$ cat src/rtl/pipe_decode.sv
// rtl/pipe_decode.sv - RV32I field decoder feeding a small FIFO of pre-decoded instructions.
// The decode is combinational on the input side; every out_* port comes from FIFO storage registers.
module pipe_decode #(
   parameter int BUF_DEPTH = 2,
   parameter int PC_W      = 32
) (
   input  logic            clk,
   input  logic            rst_n,
   input  logic            flush_i,
   input  logic            in_valid_i,
   output logic            in_ready_o,
   input  logic [31:0]     instr_i,
   input  logic [PC_W-1:0] pc_i,
   output logic            out_valid_o,
   input  logic            out_ready_i,
   output logic [31:0]     out_instr_o,
   output logic [PC_W-1:0] out_pc_o,
   output logic [4:0]      sel_rs1_o,
   output logic [4:0]      sel_rs2_o,
   output logic [4:0]      rd_o,
   output logic [31:0]     imm_o,
   output logic [2:0]      fmt_o,
   output logic            illegal_o,
   output logic [2:0]      count_o
);

   localparam int PTR_W = (BUF_DEPTH > 1) ? $clog2(BUF_DEPTH) : 1;

   localparam logic [2:0] FMT_R   = 3'd0;
   localparam logic [2:0] FMT_I   = 3'd1;
   localparam logic [2:0] FMT_S   = 3'd2;
   localparam logic [2:0] FMT_B   = 3'd3;
   localparam logic [2:0] FMT_U   = 3'd4;
   localparam logic [2:0] FMT_J   = 3'd5;
   localparam logic [2:0] FMT_ILL = 3'd6;

   logic [6:0]  opcode;
   logic [2:0]  dec_fmt;
   logic [4:0]  dec_rs1;
   logic [4:0]  dec_rs2;
   logic [4:0]  dec_rd;
   logic [31:0] dec_imm;
   logic        dec_ill;

   always_comb begin
      opcode  = instr_i[6:0];
      dec_fmt = FMT_ILL;
      dec_rs1 = '0;
      dec_rs2 = '0;
      dec_rd  = '0;
      dec_imm = '0;
      case (opcode)
         7'b0110011: begin
            dec_fmt = FMT_R;
            dec_rs1 = instr_i[19:15];
            dec_rs2 = instr_i[24:20];
            dec_rd  = instr_i[11:7];
         end
         7'b0010011, 7'b0000011, 7'b1100111, 7'b1110011: begin
            dec_fmt = FMT_I;
            dec_rs1 = instr_i[19:15];
            dec_rd  = instr_i[11:7];
            dec_imm = {{20{instr_i[31]}}, instr_i[31:20]};
         end
         // FENCE is I-format but never reads a source register.
         7'b0001111: begin
            dec_fmt = FMT_I;
            dec_rd  = instr_i[11:7];
            dec_imm = {{20{instr_i[31]}}, instr_i[31:20]};
         end
         7'b0100011: begin
            dec_fmt = FMT_S;
            dec_rs1 = instr_i[19:15];
            dec_rs2 = instr_i[24:20];
            dec_imm = {{20{instr_i[31]}}, instr_i[31:25], instr_i[11:7]};
         end
         7'b1100011: begin
            dec_fmt = FMT_B;
            dec_rs1 = instr_i[19:15];
            dec_rs2 = instr_i[24:20];
            dec_imm = {{19{instr_i[31]}}, instr_i[31], instr_i[7],
                       instr_i[30:25], instr_i[11:8], 1'b0};
         end
         7'b0110111, 7'b0010111: begin
            dec_fmt = FMT_U;
            dec_rd  = instr_i[11:7];
            dec_imm = {instr_i[31:12], 12'b0};
         end
         7'b1101111: begin
            dec_fmt = FMT_J;
            dec_rd  = instr_i[11:7];
            dec_imm = {{11{instr_i[31]}}, instr_i[31], instr_i[19:12],
                       instr_i[20], instr_i[30:21], 1'b0};
         end
         default: begin
            dec_fmt = FMT_ILL;
         end
      endcase
      dec_ill = (dec_fmt == FMT_ILL);
   end

   logic [31:0]     instr_q [BUF_DEPTH];
   logic [31:0]     instr_d [BUF_DEPTH];
   logic [PC_W-1:0] pc_q    [BUF_DEPTH];
   logic [PC_W-1:0] pc_d    [BUF_DEPTH];
   logic [4:0]      rs1_q   [BUF_DEPTH];
   logic [4:0]      rs1_d   [BUF_DEPTH];
   logic [4:0]      rs2_q   [BUF_DEPTH];
   logic [4:0]      rs2_d   [BUF_DEPTH];
   logic [4:0]      rd_q    [BUF_DEPTH];
   logic [4:0]      rd_d    [BUF_DEPTH];
   logic [31:0]     imm_q   [BUF_DEPTH];
   logic [31:0]     imm_d   [BUF_DEPTH];
   logic [2:0]      fmt_q   [BUF_DEPTH];
   logic [2:0]      fmt_d   [BUF_DEPTH];
   logic            ill_q   [BUF_DEPTH];
   logic            ill_d   [BUF_DEPTH];

   logic [PTR_W-1:0] wr_ptr_q, wr_ptr_d;
   logic [PTR_W-1:0] rd_ptr_q, rd_ptr_d;
   logic [2:0]       count_q, count_d;
   logic             push, pop;

   // Explicit wrap keeps non-power-of-two depths correct.
   function automatic logic [PTR_W-1:0] ptr_inc(input logic [PTR_W-1:0] p);
      if (p == PTR_W'(BUF_DEPTH - 1)) begin
         return '0;
      end
      return p + 1'b1;
   endfunction

   assign in_ready_o  = (count_q < 3'(BUF_DEPTH));
   assign out_valid_o = (count_q != 3'd0);
   assign push        = in_valid_i && in_ready_o;
   assign pop         = out_valid_o && out_ready_i;

   always_comb begin
      wr_ptr_d = wr_ptr_q;
      rd_ptr_d = rd_ptr_q;
      count_d  = count_q;
      instr_d  = instr_q;
      pc_d     = pc_q;
      rs1_d    = rs1_q;
      rs2_d    = rs2_q;
      rd_d     = rd_q;
      imm_d    = imm_q;
      fmt_d    = fmt_q;
      ill_d    = ill_q;
      if (flush_i) begin
         wr_ptr_d = '0;
         rd_ptr_d = '0;
         count_d  = '0;
      end else begin
         if (push) begin
            instr_d[wr_ptr_q] = instr_i;
            pc_d[wr_ptr_q]    = pc_i;
            rs1_d[wr_ptr_q]   = dec_rs1;
            rs2_d[wr_ptr_q]   = dec_rs2;
            rd_d[wr_ptr_q]    = dec_rd;
            imm_d[wr_ptr_q]   = dec_imm;
            fmt_d[wr_ptr_q]   = dec_fmt;
            ill_d[wr_ptr_q]   = dec_ill;
            wr_ptr_d          = ptr_inc(wr_ptr_q);
         end
         if (pop) begin
            rd_ptr_d = ptr_inc(rd_ptr_q);
         end
         if (push && !pop) begin
            count_d = count_q + 3'd1;
         end else if (pop && !push) begin
            count_d = count_q - 3'd1;
         end
      end
   end

   always_ff @(posedge clk) begin
      if (!rst_n) begin
         wr_ptr_q <= '0;
         rd_ptr_q <= '0;
         count_q  <= '0;
         for (int i = 0; i < BUF_DEPTH; i++) begin
            instr_q[i] <= '0;
            pc_q[i]    <= '0;
            rs1_q[i]   <= '0;
            rs2_q[i]   <= '0;
            rd_q[i]    <= '0;
            imm_q[i]   <= '0;
            fmt_q[i]   <= '0;
            ill_q[i]   <= 1'b0;
         end
      end else begin
         wr_ptr_q <= wr_ptr_d;
         rd_ptr_q <= rd_ptr_d;
         count_q  <= count_d;
         instr_q  <= instr_d;
         pc_q     <= pc_d;
         rs1_q    <= rs1_d;
         rs2_q    <= rs2_d;
         rd_q     <= rd_d;
         imm_q    <= imm_d;
         fmt_q    <= fmt_d;
         ill_q    <= ill_d;
      end
   end

   assign out_instr_o = instr_q[rd_ptr_q];
   assign out_pc_o    = pc_q[rd_ptr_q];
   assign sel_rs1_o   = rs1_q[rd_ptr_q];
   assign sel_rs2_o   = rs2_q[rd_ptr_q];
   assign rd_o        = rd_q[rd_ptr_q];
   assign imm_o       = imm_q[rd_ptr_q];
   assign fmt_o       = fmt_q[rd_ptr_q];
   assign illegal_o   = ill_q[rd_ptr_q];
   assign count_o     = count_q;

endmodule

$ cat config.mk
export PLATFORM = sky130hd
export DESIGN_NAME = pipe_decode
export DESIGN_NICKNAME = d
export VERILOG_FILES = /design/src/rtl/pipe_decode.sv
export SDC_FILE = /design/constraint.sdc
export NUM_CORES = 1
export LEC_CHECK = 0
export CAP_MARGIN = 30
export CORE_MARGIN = 2
export CORE_UTILIZATION = 45
export CTS_BUF_LIST = sky130_fd_sc_hd__clkbuf_8
export CTS_CLUSTER_DIAMETER = 120
export DETAILED_ROUTE_END_ITERATION = 7
export DONT_BUFFER_PORTS = 1
export PLACE_DENSITY = 0.58
export SLEW_MARGIN = 20
export SYNTH_ARGS = -nofsm -noshare
export SYNTH_HDL_FRONTEND = slang
export SYNTH_SLANG_ARGS = --single-unit
$ cat constraint.sdc
create_clock -name clk -period 2.9 [get_ports clk]
set_input_delay 0.87 -clock clk [delete_from_list [all_inputs] [get_ports clk]]
set_output_delay 0.87 -clock clk [all_outputs]
set_load 0.1 [all_outputs]
==> flow_summary.yaml <==
status:
  status: "finished clean"
worst_setup_path:
  crit_type: "reg -> out"
  crit_path_end_kind: "output pin"
  worst-path-buf-inv: 2
  cp_max_fo: 26
  worstPathRequired_ns: 2.03
  cp_slowest_stage_delay_ns: 0.46
  crit_family: "buffers and inverters"
  worst_path_max_delay_cell: "dfxtp_4"
  start_kind: "register"
  cp_cell_sequence: "buf_12, mux2_2, buf_4"
  crit_arrival_ns: 1.86
global_routing:
  use_met2_pct: 34.2
  antenna_found_initial: 0
  gr-total-overflow: 0
  busiest_layer: "met2"
  grt_pass1_wl_microns: 43100
  use_met1_pct: 30.3
  met3_usage_pct: 6.50
  grt_usage_pct: 22.1
  grt_pass1_vias: 7812
  grt_max_degree: 237
final_layout:
  num_antenna_cells: 0
  drive_gt1_share_pct: 19.3
  nets: 1253
  area_growth_syn_to_layout_pct: 11.2
  final_cell_mix: "315 x nand2_1, 233 x dfxtp_1, 115 x mux2_2"
  nFillCells: 2217
  layout_commonest_cell: "nand2_1"
detailed_routing:
  dr.pass1.iters: 4
  wl_per_cell_microns: 18.4
  route.vias.total: 8153
  drtIter0Drc: 497
  routed_wl_microns: 27500
  drtAntennaViolNets: 0
  viasPerCell: 5.46
  drc: 0
sta:
  slew_headroom_pct: 42.7
  rsz0062_at_grt: "no"
  finalHoldViolCount: 0
  worstMarginPinSlew_ns: 0.856
  max_freq_mhz: 366
  fin_ws_ns: 0.168
  final.period_utilization_pct: 94.2
  skew_ns: 0.00955
  fin_crit_ns: 2.73
  finalSetupViolCount: 0
  slew_violations: 0
  fin_setup_tns_ns: 0
floorplanning:
  coreArea_sq_um: 22700
  die_w_microns: 156
  die_h_microns: 156
  ioPinCount: 189
  start_util_pct: 45.9
  rows: 55
  die-area_sq_um: 24400
cts:
  cts_hold_buffers: 0
  clock_sinks: 235
  clock_latency_ns: 0.53
  post_cts_resized: 0
  cts_buffers: 41
  clockBufferDepth: 3
  cts_tree: "built"
  clk_pin_slew_worst_paths_ns: 0.06
  clock-root-buffer: "clkbuf_8"
  htreeDepth: 2
place:
  dp_slack_ns: 0.385
  dp_hpwl_microns: 17300
  gp_congestion: 0.815
  io_buffers: 0
logic_synthesis:
  synth-seq-cells: 235
  seq_area_frac_synth_pct: 45.2
  ys_warn_count: 0
  async_reset_ff_share_pct: 0
  synth_enable_flop_cells: 0
  synth_cells: 1201
  synth_fp_nets: 1272
  synth_ff_type: "dfxtp_1"
  synth_area_sq_um: 10400
  synth_area_per_cell_sq_um: 8.67
  synth_cell_types: 48
power:
  powerDensity_nw_per_um2: 703
  leakagePower_nw: 4.21
  max-vdd-ir-drop_mv: 0.393
  power_mw: 8.14
worst_hold_path:
  hold_path.class: "reg -> reg"
job:
  max-cap-violations: 0
[worst min-delay path, stage by stage, from the launching register on]
cell and delay [ns]:
dfxtp_1 0.30, nand2_1 0.05, a21boi_1 0.05
[Yosys cell counts, types with 2 or more instances]
library cell	number	area share, %
a31oi_1	12	0.72
and3_1	4	0.24
nand4_1	3	0.18
buf_1	2	0.072
o22ai_1	2	0.12
nand2b_1	7	0.42
and2_1	3	0.18
nand3_1	41	2.0
clkbuf_1	92	3.3
buf_6	2	0.22
o2bb2ai_1	2	0.17
a21boi_1	83	6.0
inv_1	2	0.072
buf_2	6	0.29
o21ai_0	60	2.9
a22oi_1	12	0.87
nor3_1	2	0.096
nor2_1	24	0.87
a21oi_1	44	2.1
nor2b_1	15	0.90
or3_1	2	0.12
o31ai_1	10	0.72
dfxtp_1	235	45
a21boi_0	70	5.0
a211oi_4	2	0.38
xor2_1	3	0.25
mux2_2	115	12
nand2_1	316	11
a21oi_2	10	0.84
xnor2_1	2	0.17
[timing repair]
action,4_1_cts,5_1_grt
hold endpoints to repair,0,0
setup buffers,0,4
setup endpoints to repair,0,31
[state kept, by name, summed over array words and instances, names as in the netlist]
register and flops:
imm_q 64, ill_q 2, instr_q 64, rd_ptr_q 1
rs2_q 10, rs1_q 10, pc_q 64, wr_ptr_q 1
rd_q 10, fmt_q 6, count_o 3
[through the flow]
stage | utilization, % | hold WS, ns | std cells | cell area (sq um)
3_3_place_gp | 47.4 | 0.437 | 1420 | 10800
4_1_cts | 50.8 | 0.430 | 1490 | 11500
3_5_place_dp | 47.4 | 0.441 | 1420 | 10800
2_1_floorplan | - | 0.432 | 1201 | 10400
6_report | 51.0 | 0.448 | 1494 | 11600
5_1_grt | 51.0 | 0.445 | 1494 | 11600
[cell families after synthesis]
group	count (synthesis)	synth area share, %
compound gates	316	20.7
simple gates	423	16.9
flops	235	45.2
fa+ha+maj	2	0.312
xor+xnor	5	0.421
buf+inv	104	3.97
mux	116	12.5
[power breakdown]
part | switching [mW] | internal (mW) | leakage (nW) | total [mW]
Sequential | 0.0967 | 3.38 | 1.91 | 3.48
Clock | 1.30 | 1.57 | 0.461 | 2.87
Combinational | 1.40 | 0.386 | 1.84 | 1.79
Total | 2.80 | 5.34 | 4.21 | 8.14
[area by class of cell]
cell class	instances	area [sq um]	area share (%)
Clock buffer	51	702	6.06
Inverter	2	7.51	0.0649
Timing Repair Buffer	40	388	3.35
Tap cell	285	357	3.08
Clock inverter	19	76.3	0.659
Sequential cell	235	4710	40.7
Multi-Input combinational cell	862	5340	46.1
[path summary, 6_finish.rpt]
check / start / to / slack, ns / depth (start not counted)
min reg2reg: pc_q[0]$_SDFFE_PN0P_ / pc_q[0]$_SDFFE_PN0P_ / 0.45 / 2
max: rd_ptr_q$_SDFFE_PP0P_ / imm_o[21] / 0.17 / 3
min: pc_q[0]$_SDFFE_PN0P_ / pc_q[0]$_SDFFE_PN0P_ / 0.45 / 2
max reg2reg: count_o[1]$_SDFFE_PP0P_ / count_o[2]$_SDFFE_PP0P_ / 0.58 / 8
[routing by layer]
| layer | vias up | wire length (microns) |
|---|---|---|
| met1 | 3830 | 12700 |
| met2 | 225 | 12200 |
| met4 | 0 | 391 |
| li1 | 4064 | - |
| met5 | - | 0 |
| met3 | 34 | 2200 |
Note: power is estimated with default switching activity, not from simulation.
